## config.mk

```make
export PLATFORM = sky130hd
export DESIGN_NAME = serial_operand_unit_flat
export DESIGN_NICKNAME = d
export VERILOG_FILES = /design/src/rtl/serial_operand_unit_if.sv /design/src/rtl/serial_operand_unit.sv /design/src/flat_wrapper.sv
export SDC_FILE = /design/constraint.sdc
export NUM_CORES = 1
export LEC_CHECK = 0
export ABC_AREA = 1
export CAP_MARGIN = 20
export CORE_MARGIN = 2
export CORE_UTILIZATION = 52
export CTS_CLUSTER_DIAMETER = 150
export DETAILED_ROUTE_END_ITERATION = 8
export GPL_TIMING_DRIVEN = 0
export PLACE_DENSITY = 0.87
export SLEW_MARGIN = 20
export SYNTH_ARGS = -nofsm -noshare
export SYNTH_HDL_FRONTEND = slang
export SYNTH_SLANG_ARGS = --single-unit
```

## constraint.sdc

```tcl
create_clock -name clk -period 2.4 [get_ports clk]
set_clock_uncertainty 0.05 [all_clocks]
set_input_delay 0.24 -clock clk [delete_from_list [all_inputs] [get_ports clk]]
set_output_delay 0.24 -clock clk [all_outputs]
set_load 0.02 [all_outputs]
```

## src/rtl/serial_operand_unit_if.sv

```systemverilog
// Serial operand unit bus.
// Groups the per-digit control, data and status signals of serial_operand_unit.
//   start     : one-cycle pulse on digit 0 of a minor cycle
//   op        : 00 NOP, 01 ADD, 10 SUB, 11 COLL (sampled with start)
//   long_n    : 1 = long (DATA_BITS) operand, 0 = short (SHORT_BITS) operand
//   mcand     : multiplicand digit, LSB first
//   mplier    : multiplier digit, aligned with mcand
//   adder_b   : serial operand to the adder B input
//   busy      : a minor cycle is running or still draining the output pipe
//   done      : pulse while adder_b carries the last (guard) digit
//   start_err : pulse when a start arrives mid-cycle and is ignored
// master drives the stimulus side, slave is the operand unit itself.
interface serial_operand_unit_if;
    logic       start;
    logic [1:0] op;
    logic       long_n;
    logic       mcand;
    logic       mplier;
    logic       adder_b;
    logic       busy;
    logic       done;
    logic       start_err;

    modport master (
        output start, op, long_n, mcand, mplier,
        input  adder_b, busy, done, start_err
    );

    modport slave (
        input  start, op, long_n, mcand, mplier,
        output adder_b, busy, done, start_err
    );
endinterface

```

## src/rtl/serial_operand_unit.sv

```systemverilog
// Serial operand unit.
// Builds the serial B operand for the adder one digit per clock, LSB first, from the
// multiplicand/multiplier streams. Each minor cycle is WORD_BITS digits: a data region
// (long or short word), a sign-extension region up to DATA_BITS, then a guard gap of
// zeros. The digit stream passes through OUT_DELAY register stages before adder_b.
// Ports:
//   clk   : digit-pulse clock
//   reset : asynchronous reset, active-high
//   bus   : serial_operand_unit_if.slave (start/op/long_n/mcand/mplier in,
//           adder_b/busy/done/start_err out)
module serial_operand_unit #(
    parameter int unsigned WORD_BITS  = 36,
    parameter int unsigned DATA_BITS  = 35,
    parameter int unsigned SHORT_BITS = 17,
    parameter int unsigned OUT_DELAY  = 1
) (
    input logic                  clk,
    input logic                  reset,
    serial_operand_unit_if.slave bus
);

    localparam int unsigned KW = $clog2(WORD_BITS);
    typedef logic [KW-1:0] k_t;

    localparam k_t KLast  = k_t'(WORD_BITS - 1);
    localparam k_t LLong  = k_t'(DATA_BITS);
    localparam k_t LShort = k_t'(SHORT_BITS);

    localparam logic [1:0] OpNop  = 2'b00;
    localparam logic [1:0] OpAdd  = 2'b01;
    localparam logic [1:0] OpSub  = 2'b10;
    localparam logic [1:0] OpColl = 2'b11;

    typedef enum logic [0:0] {StIdle, StRun} state_e;

    state_e state_q, state_d;
    k_t     k_q, k_d;          // index of the digit handled at the next edge while running
    logic [1:0] op_q, op_d;
    logic   long_q, long_d;
    logic   neg_q, neg_d;
    logic   sign_q, sign_d;
    logic   err_q, err_d;

    logic [OUT_DELAY-1:0] data_q, data_d;
    logic [OUT_DELAY-1:0] vld_q, vld_d;
    logic [OUT_DELAY-1:0] last_q, last_d;

    // Digit k is processed at the k-th edge after (and including) the start edge.
    // The counter goes idle right after the guard digit, so a start on the following
    // edge lands in StIdle and is accepted: that is the back-to-back case.
    logic accept;
    assign accept = bus.start && (state_q == StIdle);

    // ---------------------------------------------------------------- state register
    always_ff @(posedge clk or posedge reset) begin
        if (reset) begin
            state_q <= StIdle;
            k_q     <= '0;
        end else begin
            state_q <= state_d;
            k_q     <= k_d;
        end
    end

    // ---------------------------------------------------------------- next state
    always_comb begin
        state_d = state_q;
        k_d     = k_q;
        unique case (state_q)
            StIdle: begin
                if (bus.start) begin
                    state_d = StRun;
                    k_d     = k_t'(1);
                end
            end
            StRun: begin
                if (k_q == KLast) begin
                    state_d = StIdle;
                    k_d     = '0;
                end else begin
                    k_d = k_q + k_t'(1);
                end
            end
        endcase
    end

    // ---------------------------------------------------------------- digit datapath
    logic       cur_run;
    k_t         cur_k;
    k_t         cur_l;
    logic [1:0] cur_op;
    logic       cur_long;
    logic       cur_neg;
    logic       in_data;
    logic       digit;

    always_comb begin
        // On the start edge the digit uses the freshly presented op/long_n and a clear neg.
        cur_run  = accept || (state_q == StRun);
        cur_k    = accept ? '0 : k_q;
        cur_op   = accept ? bus.op : op_q;
        cur_long = accept ? bus.long_n : long_q;
        cur_neg  = accept ? 1'b0 : neg_q;
        cur_l    = cur_long ? LLong : LShort;
        in_data  = cur_run && (cur_k < cur_l);

        digit = 1'b0;
        if (in_data) begin
            unique case (cur_op)
                OpNop:  digit = 1'b0;
                OpAdd:  digit = bus.mcand;
                // Two's complement: copy up to and including the first 1, invert after.
                OpSub:  digit = bus.mcand ^ cur_neg;
                OpColl: digit = bus.mcand & bus.mplier;
            endcase
        end else if (cur_run && (cur_k < LLong)) begin
            digit = sign_q;
        end

        op_d   = accept ? bus.op : op_q;
        long_d = accept ? bus.long_n : long_q;

        neg_d = cur_neg;
        if (in_data && (cur_op == OpSub) && bus.mcand) begin
            neg_d = 1'b1;
        end

        sign_d = sign_q;
        if (in_data && (cur_k == cur_l - k_t'(1))) begin
            sign_d = digit;
        end

        err_d = bus.start && (state_q == StRun);

        data_d    = data_q << 1;
        data_d[0] = digit;
        vld_d     = vld_q << 1;
        vld_d[0]  = cur_run;
        last_d    = last_q << 1;
        last_d[0] = cur_run && (cur_k == KLast);
    end

    always_ff @(posedge clk or posedge reset) begin
        if (reset) begin
            op_q   <= '0;
            long_q <= 1'b0;
            neg_q  <= 1'b0;
            sign_q <= 1'b0;
            err_q  <= 1'b0;
            data_q <= '0;
            vld_q  <= '0;
            last_q <= '0;
        end else begin
            op_q   <= op_d;
            long_q <= long_d;
            neg_q  <= neg_d;
            sign_q <= sign_d;
            err_q  <= err_d;
            data_q <= data_d;
            vld_q  <= vld_d;
            last_q <= last_d;
        end
    end

    // ---------------------------------------------------------------- outputs
    always_comb begin
        bus.adder_b   = data_q[OUT_DELAY-1];
        bus.done      = vld_q[OUT_DELAY-1] && last_q[OUT_DELAY-1];
        bus.busy      = (state_q == StRun) || (|vld_q);
        bus.start_err = err_q;
    end

endmodule
```

## src/flat_wrapper.sv

```systemverilog
// flat-port wrapper written by rule: the top's interface ports become plain ports
module serial_operand_unit_flat 
#(
    parameter int unsigned WORD_BITS  = 36,
    parameter int unsigned DATA_BITS  = 35,
    parameter int unsigned SHORT_BITS = 17,
    parameter int unsigned OUT_DELAY  = 1
)
  (clk, reset, bus_start, bus_op, bus_long_n, bus_mcand, bus_mplier, bus_adder_b, bus_busy, bus_done, bus_start_err);
  serial_operand_unit_if bus_i ();
  input logic clk;
  input logic reset;
  input wire logic [$bits(bus_i.start)-1:0] bus_start;
  input wire logic [$bits(bus_i.op)-1:0] bus_op;
  input wire logic [$bits(bus_i.long_n)-1:0] bus_long_n;
  input wire logic [$bits(bus_i.mcand)-1:0] bus_mcand;
  input wire logic [$bits(bus_i.mplier)-1:0] bus_mplier;
  output wire logic [$bits(bus_i.adder_b)-1:0] bus_adder_b;
  output wire logic [$bits(bus_i.busy)-1:0] bus_busy;
  output wire logic [$bits(bus_i.done)-1:0] bus_done;
  output wire logic [$bits(bus_i.start_err)-1:0] bus_start_err;
  assign bus_i.start = bus_start;
  assign bus_i.op = bus_op;
  assign bus_i.long_n = bus_long_n;
  assign bus_i.mcand = bus_mcand;
  assign bus_i.mplier = bus_mplier;
  assign bus_adder_b = bus_i.adder_b;
  assign bus_busy = bus_i.busy;
  assign bus_done = bus_i.done;
  assign bus_start_err = bus_i.start_err;
  serial_operand_unit #(.WORD_BITS(WORD_BITS), .DATA_BITS(DATA_BITS), .SHORT_BITS(SHORT_BITS), .OUT_DELAY(OUT_DELAY)) u_core (.clk(clk), .reset(reset), .bus(bus_i));
endmodule
```

# Word-level counts from Yosys, hierarchy flattened
# Index checks and enable logic that the tools add are counted.
# op_classes
n_addsub	2
magnitude_cmp	2
n_eq_ne	7
n_mux	15
n_bitwise	3
n_reduce_logical	12
# op_table
cell	count
2-to-1 mux 6 bit	4
equality test 6 bit (second input constant)	2
one-hot mux 6 bit (2 select lines)	1
logical AND 1 bit	9
2-to-1 mux 1 bit	7
adder 6 x 1 -> 6 bit (second input constant)	1
equality test 6 bit	1
less-than comparator 6 bit	1
less-than comparator 6 bit (second input constant)	1
subtractor 6 x 1 -> 6 bit (second input constant)	1
equality test 2 bit (second input constant)	2
one-hot mux 1 bit (4 select lines)	1
equality test 2 x 1 -> 1 bit (second input constant)	1
zero test 2 bit	1
logical OR 1 bit	2
2-to-1 mux 2 bit	1
!= test 2 bit (second input constant)	1
one-hot mux 1 bit (2 select lines)	1
bitwise AND 1 bit	1
inverter 1 bit	1
bitwise XOR 1 bit	1
# word_totals
register_bits	16
in_bits	8
output_inout_bits	4
elab_cells	51

# Longest topological paths before layout
# Gate-level depths: netlist (run 1).
# logic_depth
ltp_word	9
mapped_depth	14
mapped_depth_nobuf	13

# Worst setup path before layout (run 1)
# OpenSTA, ideal clock, no wires.
# synth_timing
kind	register to register
from	reg u_core.state_q
to	reg u_core.sign_q
setup_ns	0.117
arrival_ns	1.618
required_ns	2.233
slack_ns	0.615
path_stages_with_launch	14
path_buffers	1
period_less_slack_ns	1.785
path_cell_list	dfrtp_1 > inv_2 > nand2_4 > buf_6 > nor2_1 > nor2_1 > inv_1 > ha_1 > nand3_1 > nand3_1 > nand2_1 > nand3_1 > nor2_1 > nor2_1
# synth_via
elab_chain_len	7
elab_cells_between_ends	23
cone_classes	add/sub: 1; order compare: 2; eq/ne: 4; mux: 8; bitwise: 2; reduce/logical: 6
# synth_rtl
item	line	text
start, declared	serial_operand_unit.sv:36	state_e state_q, state_d;
start signal, assigned	serial_operand_unit.sv:57	state_q <= StIdle;
start signal, assigned	serial_operand_unit.sv:60	state_q <= state_d;
inverter 1 bit (*)	serial_operand_unit.sv:52	assign accept = bus.start && (state_q == StIdle);
logical AND 1 bit (*)	serial_operand_unit.sv:52	
2-to-1 mux 1 bit (*)	-	
net u_core.cur_long	serial_operand_unit.sv:92	logic cur_long;
2-to-1 mux 6 bit (*)	serial_operand_unit.sv:104	cur_l = cur_long ? LLong : LShort;
subtractor 6 x 1 -> 6 bit or less-than comparator 6 bit (tied branches)	serial_operand_unit.sv:129, serial_operand_unit.sv:105	
equality test 6 bit or logical AND 1 bit (tied branches)	serial_operand_unit.sv:129, serial_operand_unit.sv:105	
logical AND 1 bit or 2-to-1 mux 1 bit (tied branches)	serial_operand_unit.sv:129, serial_operand_unit.sv:108	
end signal, assigned	serial_operand_unit.sv:157	sign_q <= sign_d;
end, declared	serial_operand_unit.sv:41	logic sign_q, sign_d;
# The timed path passes the listed nets; every way through them passes the cells marked *.
# A chain may end at the register's enable or synchronous reset.

# Worst setup path after layout (run 1)
# Same ends and word-level chain as after synthesis.

==> metrics.log, run 1 <==
INFO  metric status = completed
INFO  metric number_of_antenna_violations_at_the_first_check_in_global_routing = 0
INFO  metric globalplace.congestion = about 0.85
INFO  metric wl_per_cell = between 10 and 15 um
INFO  metric first_pass_iters = 4
INFO  metric finalHoldWorstSlack = between 200 and 300 ps
INFO  metric floorplan.rows = 15
INFO  metric synth_top_area_cell = sky130_fd_sc_hd__dfrtp_1
INFO  metric synth.cell_area = 908 sq um
INFO  metric chipHeight = 45.8 um
INFO  metric insertion_delay = 280 ps
INFO  metric cts_max_path_buffers = 2
INFO  metric power.share.clock = 0.193
INFO  metric fmax = 496 MHz
INFO  metric critical-path-slowest-cell = sky130_fd_sc_hd__dfrtp_1
INFO  metric fp.dieArea = 2100 sq um
INFO  metric dp_hpwl = approximately 1.3 mm
INFO  metric avgViaCountPerCell = between 5 and 6
INFO  metric worst_ep_required_time = 2570 ps
INFO  metric clock_tree_from_tritoncts = built
INFO  metric clock-sinks = 16
INFO  metric timing.reg2reg.worst_path_depth = 14
INFO  metric crit_path_cell_trace = inv_2 -> nand2_4 -> buf_6 -> nor2_1 -> nor2_1 -> inv_1 -> ha_1 -> nand3_1 -> nand3_1 -> nand2_1 -> nand2_2 -> nor2_1 -> nor2_1 -> nor2_1
INFO  metric synthCells = 116
INFO  metric overflow = 0
INFO  metric setup-tns-final = 0 ps
INFO  metric swShare = 0.360
INFO  metric core_area = 1690 sq um
INFO  metric cp-startpoint = u_core.state_q
INFO  metric post_synth_main_area_contributors = sky130_fd_sc_hd__dfrtp_1 (44%), sky130_fd_sc_hd__nand2_1 (10%), sky130_fd_sc_hd__inv_1 (7.9%)
INFO  metric cts.root.buffer_cell = sky130_fd_sc_hd__clkbuf_4
INFO  metric timing.critical_path.arrival = between 2000 and 2500 ps
INFO  metric num_vias = roughly 770
INFO  metric n_antenna_cell = 0
INFO  metric cts-buffers-inserted = 3
INFO  metric postRouteWirelength = 1.65 mm
INFO  metric netSwitchingPower = 0.318 mW
INFO  metric ctsHoldBuffers = 0
INFO  metric synth_top_family_by_area = simple AND/OR/NAND/NOR gates
INFO  metric crit_path_start_kind = flip-flop
INFO  metric synth_flop_cell = sky130_fd_sc_hd__dfrtp_1
INFO  metric ys_async_sr_fraction = 1.00
INFO  metric layout-area-overhead-vs-synth = 18.5%
INFO  metric critical-path-max-stage-delay = 460 ps
INFO  metric final.setup.worst_slack = 382 ps
INFO  metric cts.repair.resized = 0
INFO  metric worst-slew-pin-transition = 576 ps
INFO  metric buffer_count_from_post_cts_setup_fixing = 0
INFO  metric layout-drive-gt1-share = 0.115
INFO  metric initial_utilization = 0.538
INFO  metric ff2ff_setup_slack = 380 ps
INFO  metric power.internal = approximately 0.57 mW
INFO  metric setup.worst_path.end = u_core.sign_q
INFO  metric p_total = 0.884 mW
INFO  metric yosysWarnings = 0
INFO  metric synth_compound_gate_area_share = 0.0758
INFO  metric ios = 12
INFO  metric die_width = about 46 um
INFO  metric synth_simple_gate_area_frac = 0.322
INFO  metric critical_path.endpoint_type = flip-flop
INFO  metric post-route-min-period = slightly above 2000 ps
INFO  metric slew-limit-headroom = 0.615
INFO  metric h-tree-depth = 1
INFO  metric power_per_unit_of_standard_cell_area = between 800 and 900 nW/um^2
INFO  metric seq_area_frac_synth = 0.441
INFO  metric final_net_count = approximately 140
INFO  metric number_of_failing_hold_endpoints_at_the_final_stage = 0
INFO  metric number_of_nets_with_antenna_violations_after_detailed_routing = 0
INFO  metric max_cap_viol_count = 0
INFO  metric ir_worst_vdd = between 0.4 and 0.5 mV
INFO  metric mux_share_of_post_synthesis_cell_area = 0
INFO  metric postSynthRegisterBits = 16
INFO  metric seq_power_share = 0.448
INFO  metric crit_type = flip-flop to flip-flop
INFO  metric yosys-top-cells-count = sky130_fd_sc_hd__nand2_1 (25), sky130_fd_sc_hd__inv_1 (19), sky130_fd_sc_hd__dfrtp_1 (16), sky130_fd_sc_hd__nor2_1 (12), sky130_fd_sc_hd__nand3_1 (11)
INFO  metric cellLeakagePower = around 0.55 nW
INFO  metric worst_hold_path_type = input pin to asynchronous set/reset pin
INFO  metric timing.rr.start = u_core.state_q
INFO  metric finalSetupViolCount = 0
INFO  metric timing.critical_path.mode_cell = sky130_fd_sc_hd__nor2_1
INFO  metric cp.buffers_inverters = 3
INFO  metric post-route-period-util = 0.841
INFO  metric first_global_vias = between 600 and 700
INFO  metric yosys.cell_types.count = 22
INFO  metric final_util = 0.637
INFO  metric synth.most_common_cell = sky130_fd_sc_hd__nand2_1
INFO  metric drt_first_iter_violations = 17
INFO  metric post_synth_fa_ha_maj_area_fraction = 0.0275
INFO  metric rr_endpoint = u_core.sign_q
INFO  metric critical_path_peak_fanout = 10
INFO  metric dp_worst_setup_slack = 99.6 ps
INFO  metric maximum_number_of_pins_on_one_net_before_global_route_repair = 17
INFO  metric synth_edf_count = 0
INFO  metric track_usage = 0.189
INFO  metric finalMaxSlewViolations = 0
INFO  metric io_buffers = 11
INFO  metric cts.reportedPaths.clkPinSlew = 80 ps
INFO  metric synthDominantCellAreaShare = 0.441
INFO  metric drc_errors = 0
INFO  metric synth_nets = 126
INFO  metric crit_family = simple AND/OR/NAND/NOR gates
INFO  metric setup_repair_after_global_routing_missed_its_margin = false
INFO  metric gate_power_share = 0.360
INFO  metric post_synth_xor_area_fraction = 0.0386
INFO  metric grt_pass1_wl = 2.75 mm
INFO  metric post_synth.cell_area_avg = 7.83 sq um
INFO  metric worst-path-stages = 14
stage by stage:
| stage | area, sq um | cells |
|---|---|---|
| 2_1_floorplan | 908 | 116 |
| 3_3_place_gp | 1040 | 144 |
| 3_5_place_dp | 1040 | 144 |
| 4_1_cts | 1080 | 148 |
| 5_1_grt | 1080 | 148 |
| 6_report | 1080 | 148 |
flip-flops by register name, indices dropped and copies added (netlist names):
register	cells
u_core.long_q	1
u_core.op_q	2
u_core.k_q	6
u_core.state_q	1
u_core.bus.start_err	1
u_core.vld_q	1
u_core.sign_q	1
u_core.bus.adder_b	1
u_core.last_q	1
u_core.neg_q	1
routing by layer:
layer,part of all wire,up-vias,GRT usage
met2,0.48,18,0.313
met3,0.051,4,0.0516
met4,0.022,0,0.0914
li1,-,393,-
met1,0.45,351,0.225
met5,0,-,0
layout by cell type, fill, tap and decap left out, drive strengths merged, types with 2 or more instances in the layout:
cell type      instances
ha                     2
nand2                 29
nor3                   2
nand3                 13
o22ai                  4
dfrtp                 16
xor2                   3
inv                   20
clkdlybuf4s50         11
o21ai                  6
nor2                  14
clkbuf                 4
how the worst min path moves through the flow:
stage / startpoint / endpoint / slack [ps]
floorplan: reset / u_core.bus.adder_b / 100
global placement: u_core.neg_q / u_core.neg_q / 440
detailed placement: u_core.sign_q / u_core.sign_q / 450
CTS: reset / u_core.k_q[2] / 280
global route: reset / u_core.k_q[2] / 300
finish: reset / u_core.neg_q / 250
final cells by class:
type                    instances  area [sq um]
well taps                      17          21.3
clock buffers                   4          36.3
flip-flops and latches         16           400
multi-input cells              79           422
repair buffers                 11           110
inverters                      20          75.1
fillers                       150           613
plain buffers                   1          11.3
kinds of logic (layout without fill, tap and decap cells):
kind of cell,count (synthesis),count (layout)
adder cells (fa/ha/maj),2,2
buffers and inverters,21,36
flip-flops,16,16
XOR/XNOR,4,4
AO/OA/AOI/OAI,12,12
AND/OR/NAND/NOR,61,61
power groups by stage:
stage	clock network, mW	registers [mW]	logic (mW)
floorplan	0	0.396	0.236
global placement	0	0.396	0.306
detailed placement	0	0.402	0.320
CTS	0.177	0.397	0.321
global route	0.190	0.406	0.369
finish	0.170	0.396	0.318
No activity file was read; power rests on OpenSTA's default activity.
==> inputs of run 2 (changes only) <==
==> constraint.sdc (replaced) <==
create_clock -name clk -period 1.9 [get_ports clk]
set_clock_uncertainty 0.05 [all_clocks]
set_input_delay 0.19 -clock clk [delete_from_list [all_inputs] [get_ports clk]]
set_output_delay 0.19 -clock clk [all_outputs]
set_load 0.02 [all_outputs]
==> metrics.log, run 2 (same netlist as run 1, synthesis figures left out) <==
INFO  metric drc_errors = 0 (unchanged)
INFO  metric drt_first_iter_violations = 19 (was 17)
INFO  metric final.setup.worst_slack = -9.14 ps (was 382 ps)
INFO  metric final_util = 0.680 (was 0.637)
INFO  metric h-tree-depth = 1 (unchanged)
INFO  metric globalplace.congestion = 0.853 (unchanged)
INFO  metric grt_util_met3 = 0.0516 (unchanged)
INFO  metric postRouteWirelength = 1.89 mm (was 1.65 mm)
INFO  metric clock_tree_from_tritoncts = built (unchanged)
INFO  metric slew-limit-headroom = 0.612 (was 0.615)
INFO  metric first_pass_iters = 4 (unchanged)
INFO  metric n_antenna_cell = 0 (unchanged)
INFO  metric first_global_vias = 689 (was 671)
INFO  metric floorplan.rows = 15 (unchanged)
INFO  metric ctsHoldBuffers = 0 (unchanged)
INFO  metric finalSetupViolCount = 1 (was 0)
INFO  metric final_net_count = 146 (was 142)
INFO  metric failed_checks = negative setup slack
INFO  metric insertion_delay = 280 ps (about the same)
INFO  metric dp_hpwl = 1.30 mm (unchanged)
INFO  metric clock-sinks = 16 (unchanged)
INFO  metric grt_pass1_wl = 2.95 mm (was 2.75 mm)
INFO  metric finalMaxSlewViolations = 0 (unchanged)
INFO  metric finalHoldWorstSlack = 207 ps (was 254 ps)
INFO  metric cp-startpoint = u_core.state_q (unchanged)
INFO  metric cts.root.buffer_cell = sky130_fd_sc_hd__clkbuf_4 (unchanged)
INFO  metric worst-slew-pin-transition = 582 ps (was 576 ps)
INFO  metric critical_path.endpoint_type = flip-flop (unchanged)
INFO  metric die_width = 45.8 um (unchanged)
INFO  metric layout-area-overhead-vs-synth = 26.4% (was 18.5%)
INFO  metric chipHeight = 45.8 um (unchanged)
INFO  metric post-route-period-util = 1.00 (was 0.841)
INFO  metric cts_max_path_buffers = 2 (unchanged)
INFO  metric cts.reportedPaths.clkPinSlew = 90 ps (was 80 ps)
INFO  metric track_usage = 0.203 (was 0.189)
INFO  metric crit_path_start_kind = flip-flop (unchanged)
INFO  metric number_of_failing_hold_endpoints_at_the_final_stage = 0 (unchanged)
INFO  metric cellLeakagePower = 0.573 nW (was 0.555 nW)
INFO  metric initial_utilization = 0.538 (unchanged)
INFO  metric ios = 12 (unchanged)
INFO  metric fp.dieArea = 2100 sq um (unchanged)
INFO  metric overflow = 0 (unchanged)
INFO  metric num_vias = 810 (was 766)
INFO  metric cts-buffers-inserted = 3 (unchanged)
INFO  metric final_common_cell = sky130_fd_sc_hd__nand2_1 (unchanged)
INFO  metric timing.critical_path.arrival = 2040 ps (was 2190 ps)
INFO  metric ir_worst_vdd = 0.598 mV (was 0.496 mV)
INFO  metric setup-tns-final = -9.14 ps (was 0 ps)
INFO  metric dp.cells = 144 (unchanged)
INFO  metric avgViaCountPerCell = 5.33 (was 5.18)
INFO  metric globalRoute.busiestLayer = met2 (unchanged)
INFO  metric worst_ep_required_time = 2030 ps (was 2570 ps)
INFO  metric setup_repair_after_global_routing_missed_its_margin = true (was false)
INFO  metric fmax = 524 MHz (was 496 MHz)
INFO  metric largest_register_ffs = 6 (unchanged)
INFO  metric grt_use_met2 = 0.369 (was 0.313)
INFO  metric crit_type = flip-flop to flip-flop (unchanged)
INFO  metric number_of_nets_with_antenna_violations_after_detailed_routing = 0 (unchanged)
INFO  metric max_cap_viol_count = 0 (unchanged)
INFO  metric io_buffers = 11 (unchanged)
INFO  metric timing.rr.start = u_core.state_q (unchanged)
INFO  metric wl_per_cell = 12.4 um (was 11.1 um)
INFO  metric largest-register = u_core.k_q (unchanged)
INFO  metric critical_path_peak_fanout = 4 (was 10)
INFO  metric layoutNonFillerInstCount = 152 (was 148)
INFO  metric maximum_number_of_pins_on_one_net_before_global_route_repair = 17 (unchanged)
INFO  metric grt_util_met1 = 0.225 (unchanged)
INFO  metric layout_common_cells = sky130_fd_sc_hd__nand2_1 (24), sky130_fd_sc_hd__inv_1 (19), sky130_fd_sc_hd__dfrtp_1 (15) (was sky130_fd_sc_hd__nand2_1 (25), sky130_fd_sc_hd__inv_1 (19), sky130_fd_sc_hd__dfrtp_1 (16))
INFO  metric reg.largest.list = u_core.k_q (6), u_core.op_q (2) (unchanged)
INFO  metric p_total = 1.22 mW (was 0.884 mW)
INFO  metric layout-drive-gt1-share = 0.185 (was 0.115)
INFO  metric number_of_antenna_violations_at_the_first_check_in_global_routing = 0 (unchanged)
INFO  metric worst_hold_path_type = input pin to asynchronous set/reset pin (unchanged)
INFO  metric status = finished, violations left (was completed)
INFO  metric core_area = 1690 sq um (unchanged)
INFO  metric power_per_unit_of_standard_cell_area = 1060 nW/um^2 (was 822 nW/um^2)
INFO  metric post-route-min-period = 1910 ps (was 2020 ps)
-- run 2: final cells by class --
class / instances / area, sq um
fill: 133 / 541
timing repair buffer: 16 / 149
sequential: 16 / 402
multi-input combinational: 79 / 465
inverter: 20 / 75.1
clock buffer: 4 / 36.3
tap: 17 / 21.3
-- run 2: critical path, cell delays in order (launching register included) --
cell and delay (ps):
sky130_fd_sc_hd__dfrtp_2 440, sky130_fd_sc_hd__buf_6 130, sky130_fd_sc_hd__nor2_4 130, sky130_fd_sc_hd__nor2_1 50, sky130_fd_sc_hd__nor2_1 140, sky130_fd_sc_hd__inv_1 90, sky130_fd_sc_hd__ha_4 290, sky130_fd_sc_hd__nand3_2 80
sky130_fd_sc_hd__nand3_2 80, sky130_fd_sc_hd__nand2_2 80, sky130_fd_sc_hd__nand2_2 80, sky130_fd_sc_hd__nor2_1 50, sky130_fd_sc_hd__nor2_1 80, sky130_fd_sc_hd__nor2_1 50
-- run 2: timing repair --
action | 4_1_cts | 5_1_grt
setup buffers | 3 | 2
pin swaps | 1 | 7
cloned | 0 | 0
gates resized for setup | 5 | 7
endpoints found under the setup margin | 3 | 3
-- run 2: worst paths after layout --
path | to | slack, ps | cells past startpoint
max | u_core.sign_q | -9 | 13
min | u_core.bus.adder_b | 210 | 2
max reg2reg | u_core.sign_q | -9 | 13
min reg2reg | u_core.neg_q | 490 | 2
max in group asynchronous | u_core.state_q | 1180 | 2
min in group clk | u_core.bus.start_err | 310 | 3
-- run 2: metrics by stage --
step	worst slack, ps	area (sq um)
2_1_floorplan	115	908
3_3_place_gp	-300	1040
3_5_place_dp	-350	1040
4_1_cts	3.05	1100
5_1_grt	-140	1150
6_report	-9.14	1150
-- run 2: metal layers --
layer / vias to the layer above / share of wire
li1: 402 / -
met1: 383 / 0.43
met2: 21 / 0.51
met3: 4 / 0.044
met4: 0 / 0.017
met5: - / 0
-- run 2: power breakdown --
| group | switching [mW] | leakage [nW] | internal [mW] | total (mW) |
|---|---|---|---|---|
| clock network | 0.100 | 0.0210 | 0.117 | 0.217 |
| logic | 0.282 | 0.360 | 0.214 | 0.496 |
| registers | 0.0815 | 0.192 | 0.426 | 0.508 |
==> inputs of run 3 (changes only) <==
--- a/config.mk
+++ b/config.mk
@@ -8,11 +8,12 @@
 export ABC_AREA = 1
 export CAP_MARGIN = 20
 export CORE_MARGIN = 2
-export CORE_UTILIZATION = 52
+export CORE_UTILIZATION = 48
 export CTS_CLUSTER_DIAMETER = 150
 export DETAILED_ROUTE_END_ITERATION = 8
 export GPL_TIMING_DRIVEN = 0
-export PLACE_DENSITY = 0.87
+export HOLD_SLACK_MARGIN = 0.15
+export PLACE_DENSITY = 0.82
 export SLEW_MARGIN = 20
 export SYNTH_ARGS = -nofsm -noshare
 export SYNTH_HDL_FRONTEND = slang
==> metrics.log, run 3 (same netlist as run 1, synthesis figures left out) <==
INFO  metric dp_hpwl = 1.34 mm (was 1.30 mm)
INFO  metric maximum_number_of_pins_on_one_net_before_global_route_repair = 17 (unchanged)
INFO  metric drt_first_iter_violations = 9 (was 19)
INFO  metric num_vias = 796 (was 810)
INFO  metric final_net_count = 145 (was 146)
INFO  metric finalSetupViolCount = 0 (was 1)
INFO  metric cp-startpoint = u_core.state_q (unchanged)
INFO  metric drt-met1-wl = 886 um (was 812 um)
INFO  metric dp_worst_setup_slack = -333 ps (was -350 ps)
INFO  metric layout-drive-gt1-share = 0.180 (was 0.185)
INFO  metric dp.cells = 152 (was 144)
INFO  metric power_per_unit_of_standard_cell_area = 1030 nW/um^2 (was 1060 nW/um^2)
INFO  metric chipHeight = 47.5 um (was 45.8 um)
INFO  metric cts-buffers-inserted = 3 (unchanged)
INFO  metric track_usage = 0.201 (was 0.203)
INFO  metric setup_repair_after_global_routing_missed_its_margin = true (unchanged)
INFO  metric status = completed (was finished, violations left)
INFO  metric clock-sinks = 16 (unchanged)
INFO  metric first_pass_iters = 4 (unchanged)
INFO  metric initial_utilization = 0.520 (was 0.538)
INFO  metric final_design_area_no_fill = 1140 sq um (was 1150 sq um)
INFO  metric critical_path_peak_fanout = 3 (was 4)
INFO  metric wl_per_cell = 12.3 um (was 12.4 um)
INFO  metric die_width = 47.5 um (was 45.8 um)
INFO  metric largest_register_ffs = 6 (unchanged)
INFO  metric overflow = 0 (unchanged)
INFO  metric drc_errors = 0 (unchanged)
INFO  metric cp.buffers_inverters = 2 (unchanged)
INFO  metric ctsHoldBuffers = 0 (unchanged)
INFO  metric post-route-period-util = 0.977 (was 1.00)
INFO  metric cts_max_path_buffers = 2 (unchanged)
INFO  metric n_antenna_cell = 0 (unchanged)
INFO  metric cts.reportedPaths.clkPinSlew = 90 ps (about the same)
INFO  metric fmax = 539 MHz (was 524 MHz)
INFO  metric max_cap_viol_count = 0 (unchanged)
INFO  metric grt_pass1_wl = 3.16 mm (was 2.95 mm)
INFO  metric io_buffers = 11 (unchanged)
INFO  metric largest-register = u_core.k_q (unchanged)
INFO  metric timing.rr.start = u_core.state_q (unchanged)
INFO  metric fp.dieArea = 2260 sq um (was 2100 sq um)
INFO  metric wl_met2 = 991 um (was 959 um)
INFO  metric insertion_delay = 280 ps (about the same)
INFO  metric critical_path.endpoint_type = flip-flop (unchanged)
INFO  metric critical-path-max-stage-delay = 450 ps (was 440 ps)
INFO  metric layout-area-overhead-vs-synth = 25.8% (was 26.4%)
INFO  metric avgViaCountPerCell = 5.04 (was 5.33)
INFO  metric top_layer = met4 (unchanged)
INFO  metric timing.critical_path.arrival = 1980 ps (was 2040 ps)
INFO  metric number_of_antenna_violations_at_the_first_check_in_global_routing = 0 (unchanged)
INFO  metric postRouteWirelength = 1.94 mm (was 1.89 mm)
INFO  metric post-route-min-period = 1860 ps (was 1910 ps)
INFO  metric wl_met3 = 40 um (was 84 um)
INFO  metric ir_worst_vdd = 0.598 mV (about the same)
INFO  metric worst_ep_required_time = 2030 ps (about the same)
INFO  metric ios = 12 (unchanged)
INFO  metric clock_tree_from_tritoncts = built (unchanged)
INFO  metric worst-slew-pin-transition = 594 ps (was 582 ps)
INFO  metric worst_hold_path_type = input pin to asynchronous set/reset pin (unchanged)
INFO  metric critical-path-slowest-cell = sky130_fd_sc_hd__dfrtp_2 (unchanged)
INFO  metric reg.largest.list = u_core.k_q (6), u_core.op_q (2) (unchanged)
INFO  metric finalMaxSlewViolations = 0 (unchanged)
INFO  metric number_of_nets_with_antenna_violations_after_detailed_routing = 0 (unchanged)
INFO  metric crit_family = simple AND/OR/NAND/NOR gates (unchanged)
INFO  metric layoutNonFillerInstCount = 158 (was 152)
INFO  metric layout_common_cells = sky130_fd_sc_hd__nand2_1 (24), sky130_fd_sc_hd__inv_1 (19), sky130_fd_sc_hd__dfrtp_1 (15) (unchanged)
INFO  metric globalplace.congestion = 0.852 (was 0.853)
INFO  metric h-tree-depth = 1 (unchanged)
INFO  metric crit_path_start_kind = flip-flop (unchanged)
INFO  metric final_common_cell = sky130_fd_sc_hd__nand2_1 (unchanged)
INFO  metric crit_path_cell_trace = buf_6 -> nor2_4 -> nor2_1 -> nor2_1 -> inv_1 -> ha_4 -> nand3_2 -> nand3_2 -> nand2_2 -> nand2_2 -> nor2_1 -> nor2_1 -> nor2_1 (unchanged)
INFO  metric cts.root.buffer_cell = sky130_fd_sc_hd__clkbuf_4 (unchanged)
INFO  metric cellLeakagePower = 0.562 nW (was 0.573 nW)
INFO  metric number_of_failing_hold_endpoints_at_the_final_stage = 0 (unchanged)
INFO  metric floorplan.rows = 15 (unchanged)
INFO  metric timing.critical_path.mode_cell = sky130_fd_sc_hd__nor2_1 (unchanged)
INFO  metric slew-limit-headroom = 0.604 (was 0.612)
INFO  metric core_area = 1750 sq um (was 1690 sq um)
INFO  metric final.setup.worst_slack = 44.5 ps (was -9.14 ps)
INFO  metric first_global_vias = 745 (was 689)
INFO  metric crit_type = flip-flop to flip-flop (unchanged)
INFO  metric dpl_cell_area = 1050 sq um (was 1040 sq um)
==> run 3: cell types whose count changed in the layout (fill, tap and decap cells not counted) <==
cell	change
sky130_fd_sc_hd__inv_4	+1
sky130_fd_sc_hd__clkbuf_8	-1
sky130_fd_sc_hd__buf_4	-1
sky130_fd_sc_hd__nor2_1	-1
sky130_fd_sc_hd__o21ai_1	-1
sky130_fd_sc_hd__inv_2	-1
sky130_fd_sc_hd__o21ai_0	+1
sky130_fd_sc_hd__nor2_2	+1
==> run 3: stage by stage <==
step / utilization / TNS (ps) / power [mW] / hold slack [ps]
6_report: 0.654 / 0 / 1.18 / 221
5_1_grt: 0.654 / -34.9 / 1.27 / 289
4_1_cts: 0.631 / 0 / 1.09 / 246
3_5_place_dp: 0.601 / -940 / 0.910 / 450
3_3_place_gp: 0.601 / -771 / 0.886 / 441
2_1_floorplan: - / 0 / 0.799 / 53.7
==> run 3: final cells by class <==
| class | instances | area, sq um |
|---|---|---|
| Timing Repair Buffer | 15 | 141 |
| Sequential cell | 16 | 402 |
| Multi-Input combinational cell | 79 | 468 |
| Inverter | 20 | 77.6 |
| Fill cell | 137 | 603 |
| Clock buffer | 3 | 22.5 |
| Tap cell | 25 | 31.3 |
==> run 3: path summary, 6_finish.rpt <==
| kind | end | slack (ps) | depth (start not counted) |
|---|---|---|---|
| max | u_core.sign_q | 40 | 13 |
| min | u_core.last_q | 220 | 2 |
| max reg2reg | u_core.sign_q | 40 | 13 |
| min reg2reg | u_core.sign_q | 470 | 2 |
| max in group asynchronous | u_core.state_q | 1160 | 2 |
| min in group clk | u_core.bus.start_err | 320 | 3 |
==> run 3: repair_timing <==
| item | CTS | global route |
|---|---|---|
| gates resized for setup | 5 | 8 |
| setup buffers | 3 | 1 |
| pin swaps | 2 | 5 |
| setup endpoints to repair | 3 | 3 |
==> run 3: per-layer routing <==
layer / track usage / vias up
li1: - / 406
met1: 0.276 / 372
met2: 0.324 / 13
met3: 0.0264 / 5
met4: 0.0778 / 0
met5: 0 / -
==> run 3: power by group <==
group          switching [mW]  total, mW  leakage, nW  internal, mW
clock network           0.100      0.174       0.0138        0.0735
registers              0.0779      0.504        0.192         0.426
logic                   0.285      0.502        0.356         0.217
==> RTL change 1: new RTL, settings of run 2 <==
Reset style: synchronous (`reset`), changed in 2 clocked blocks. Comments in the files are not updated.
--- a/src/rtl/serial_operand_unit.sv
+++ b/src/rtl/serial_operand_unit.sv
@@ -54,3 +54,3 @@
     // ---------------------------------------------------------------- state register
-    always_ff @(posedge clk or posedge reset) begin
+    always_ff @(posedge clk) begin
         if (reset) begin
@@ -142,3 +142,3 @@
 
-    always_ff @(posedge clk or posedge reset) begin
+    always_ff @(posedge clk) begin
         if (reset) begin
Check against the original RTL: differs if reset is asserted again (counterexample within 4 cycles, from zero or initial values and one cycle with reset high); with reset held inactive, the same outputs for 10 cycles.
==> RTL change 1 against run 2 <==
Synthesized area rose by 3.7%. Routed wire length rose by 6.5%. Via count up 13%. Non-clock buffer count is 3 lower. Sequential share of layout area is 7.0 points lower. Final area rose by 0.98%. Sequential cell count unchanged. Die area rose by 3.4%. Worst setup slack improved by 94 ps. Critical endpoint is now u_core.sign_q.
Power is not compared: it rests on default switching activity, and its combinational part moved more than twofold at a synthesized area within 25%.
==> RTL change 1: results (changes against run 2) <==
| Metric | Value |
|---|---|
| Status | finished clean |
| Adder-Cell Fraction of Synth Area | 2.66% (-0.099 points) |
| Total GRT Usage | 20.5% (+0.25 points) |
| Layout clock area frac | 3.13% (-0.031 points) |
| Largest stage delay on the critical path | 380 ps (-60 ps) |
| # fillers | 139 (+4.5%) |
| Relative slew slack | 66.9% (+5.8 points) |
| Worst r2r path cells | 12 (-1) |
| Synth top cells by count | 33 x nand2_1, 23 x inv_1, 16 x dfxtp_1 |
| Synth Flop Type | dfxtp_1 |
| Critical Path AT | 2000 ps (-40 ps) |
| Signal buffers | 13 (-3) |
| Final HPWL DP | 1510 um (+16%) |
| Synth Area per Inst | 6.78 um^2 (-13%) |
| Placed insts | 175 (+22%) |
| Sequential element share of the synthesized area | 34.0% (-10 points) |
| Largest net degree at the start of global routing | 11 (-6) |
| Layout cells sized above 1 | 18.2% (-0.34 points) |
| Vias in the first global route | 816 (+18%) |
| Fraction of area in multi-input gates | 47.1% (+6.6 points) |
| Comb_multi_in | 97 (+23%) |
| Placed cell area | 1080 um^2 (+4.2%) |
| Finished Layout Cells | 179 (+18%) |
| Sequential cell area | 324 um^2 (-19%) |
| Postcts setup bufs | 0 (-3) |
| Nonclk inv count | 24 (+20%) |
| Via count | 919 (+13%) |
| DRT Pass-1 Iters | 5 (+1) |
| TAP cells | 25 (+8) |
| Hold Crit Class | in -> reg |
| First-pass GRT wire length | 3120 um (+5.8%) |
| Top post-synthesis cells by area | dfxtp_1 34%, nand2_1 13%, inv_1 9.2% |
[RTL change 1: cells by family (layout without fill, tap and decap cells)]
logic type | after synthesis | in the layout
compound gates | 14 | 14
xor+xnor | 2 | 2
fa+ha+maj | 2 | 2
buf+inv | 26 | 41
flops | 16 | 16
simple gates | 79 | 79
[RTL change 1: final timing paths]
kind / slack (ps) / from / endpoint
min: 250 / bus_start / u_core.op_q[0]
max: 80 / u_core.state_q / u_core.sign_q
min reg2reg: 430 / u_core.op_q[0] / u_core.op_q[0]
max reg2reg: 80 / u_core.state_q / u_core.sign_q
[RTL change 1: routing by layer]
layer	up-vias	wire length, um	track usage [%]
li1	467	-	-
met1	427	850	23.0
met2	20	1050	37.5
met3	5	79	3.53
met4	0	37	8.57
met5	-	0	0
[RTL change 1: timing repair]
item	CTS	global route
resized for setup	2	8
pin swaps	0	1
setup endpoints to repair	2	3
==> RTL change 2: new RTL, settings of run 2 <==
Without the edit above. `WORD_BITS` is set to 36 in 2 places; all go to 18.
--- a/src/rtl/serial_operand_unit.sv
+++ b/src/rtl/serial_operand_unit.sv
@@ -11,3 +11,3 @@
 module serial_operand_unit #(
-    parameter int unsigned WORD_BITS  = 36,
+    parameter int unsigned WORD_BITS  = 18,
     parameter int unsigned DATA_BITS  = 35,
--- a/src/flat_wrapper.sv
+++ b/src/flat_wrapper.sv
@@ -3,3 +3,3 @@
 #(
-    parameter int unsigned WORD_BITS  = 36,
+    parameter int unsigned WORD_BITS  = 18,
     parameter int unsigned DATA_BITS  = 35,
Formal check against the unedited RTL: not equivalent (Yosys sat finds a counterexample within 10 cycles, from zero or initial values and one cycle with reset high).
==> RTL change 2 against run 2 <==
Register-to-register slack improved by 150 ps. Final area fell by 3.5%. Synthesized area rose by 2.3%. Sequential cell count fell by 1. Critical endpoint is now bus_busy. Worst setup slack improved by 97 ps. Die area rose by 2.1%. Routed wire length fell by 16%. Power rose by 38%. Largest cell class unchanged. Sequential share of layout area fell by 0.99 points. Via count fell by 7.2%. Final cell count rose by 1.3%.
==> RTL change 2: results (changes against run 2) <==
| Metric | Value |
|---|---|
| # fillers | 135 (+1.5%) |
| Synthesized Nets | 124 (-1.6%) |
| Status | finished clean |
| FF-to-FF setup slack | 140 ps (+150 ps) |
| Sw frac | 46.1% (+8.1 points) |
| Iteration-0 DRC Markers | 27 (+8) |
| Sequential element share of the synthesized area | 40.4% (-3.7 points) |
| Largest regs | u_core.k_q (5), u_core.op_q (2) |
| CP Capture Type | output port |
| Worst r2r path cells | 11 (-2) |
| Worst setup margin | 87.8 ps (+96.9 ps) |
| Via count | 752 (-7.2%) |
| Post-Place Setup Slack | -313 ps (+37.3 ps) |
| Synth Area in Compound Gates | 9.02% (+1.4 points) |
| Largest net degree at the start of global routing | 16 (-1) |
| Placed insts | 149 (+3.5%) |
| Routed length on met1 | 754 um (-7.1%) |
| Post-synth cell types | 29 (+32%) |
| Placed cell area | 1070 um^2 (+3.0%) |
| Post-CTS sizing | 1 (-4) |
| Area occupied by multi-input gates | 472 um^2 (+1.3%) |
| Hold slack | 205 ps (-1.45 ps) |
| Int Power | 0.906 mW (+20%) |
| Maximum clock path buffer count | 2 (unchanged) |
| CP max-delay cell | clkdlybuf4s50_1 |
| Maximum VDD drop | 0.000814 V (+36%) |
| Met3 Track Usage GR | 2.35% (-2.8 points) |
| GP Congestion | 0.809 (-5.2%) |
| Endpoints failing setup | 0 (-1) |
| Final HPWL DP | 1280 um (-1.1%) |
| Final wirelength | 1590 um (-16%) |
| First-pass GRT wire length | 2630 um (-11%) |
| Met3 wire length | 53 um (-37%) |
| CP Launch Type | flip-flop |
| Largest stage delay on the critical path | 530 ps (+90 ps) |
| Combinational logic power | 0.931 mW (+88%) |
| Total GRT Usage | 16.9% (-3.4 points) |
| Leak pwr | 0.556 nW (-3.0%) |
| Synth Area in XOR/XNOR | 0.942% (-2.9 points) |
| End point of the critical path | bus_busy |
| Synth Area per Inst | 8.23 um^2 (+5.1%) |
| H-tree depth | 1 (unchanged) |
| Top post-synthesis cells by area | dfrtp_1 40%, nand2_1 10%, nand2_2 5.4% |
| Vias in the first global route | 668 (-3.0%) |
| M2 GR Usage | 29.2% (-7.7 points) |
| Layout Nets | 141 (-3.4%) |
| Clock Power Share | 10.6% (-7.2 points) |
| Synth top cells by count | 25 x nand2_1, 15 x dfrtp_1, 13 x inv_1 |
| Layout cells sized above 1 | 24.0% (+5.5 points) |
| Adder-Cell Fraction of Synth Area | 4.04% (+1.3 points) |
| Worst-path fanout max | 6 (+2) |
| Met2 wire length | 772 um (-19%) |
| Relative slew slack | 62.5% (+1.3 points) |
| Finished Layout Cells | 154 (+1.3%) |
| M1 GR Usage | 21.6% (-0.91 points) |
| Postcts setup bufs | 0 (-3) |
==> RTL change 2: cell types whose count changed after synthesis, moves of 2 or more <==
cell and delta:
nand2_2 +6, o21ai_0 -2, nor2_1 -6, nand3_1 -3, a21oi_1 +3, xor2_1 -2, o22ai_1 -3, inv_1 -6
==> RTL change 2: critical path: cells and delay by family, from the launching register on <==
family	cells	cell delay (ps)
buffers and inverters	1	530
DFF	1	460
and+or+nand+nor	1	300
==> RTL change 2: cell families after synthesis <==
group / Yosys count
AO/OA/AOI/OAI: 13
adder cells (fa/ha/maj): 3
AND/OR/NAND/NOR: 63
XOR/XNOR: 1
buffers and inverters: 18
flip-flops: 15
==> RTL change 2: area by class of cell <==
type,count,share of cell area [%]
Inverter,17,5.87
Clock inverter,1,0.451
Timing Repair Buffer,12,10.5
Sequential cell,15,34.0
Tap cell,25,2.82
Clock buffer,3,2.03
Multi-Input combinational cell,80,42.6
Buffer,1,1.81
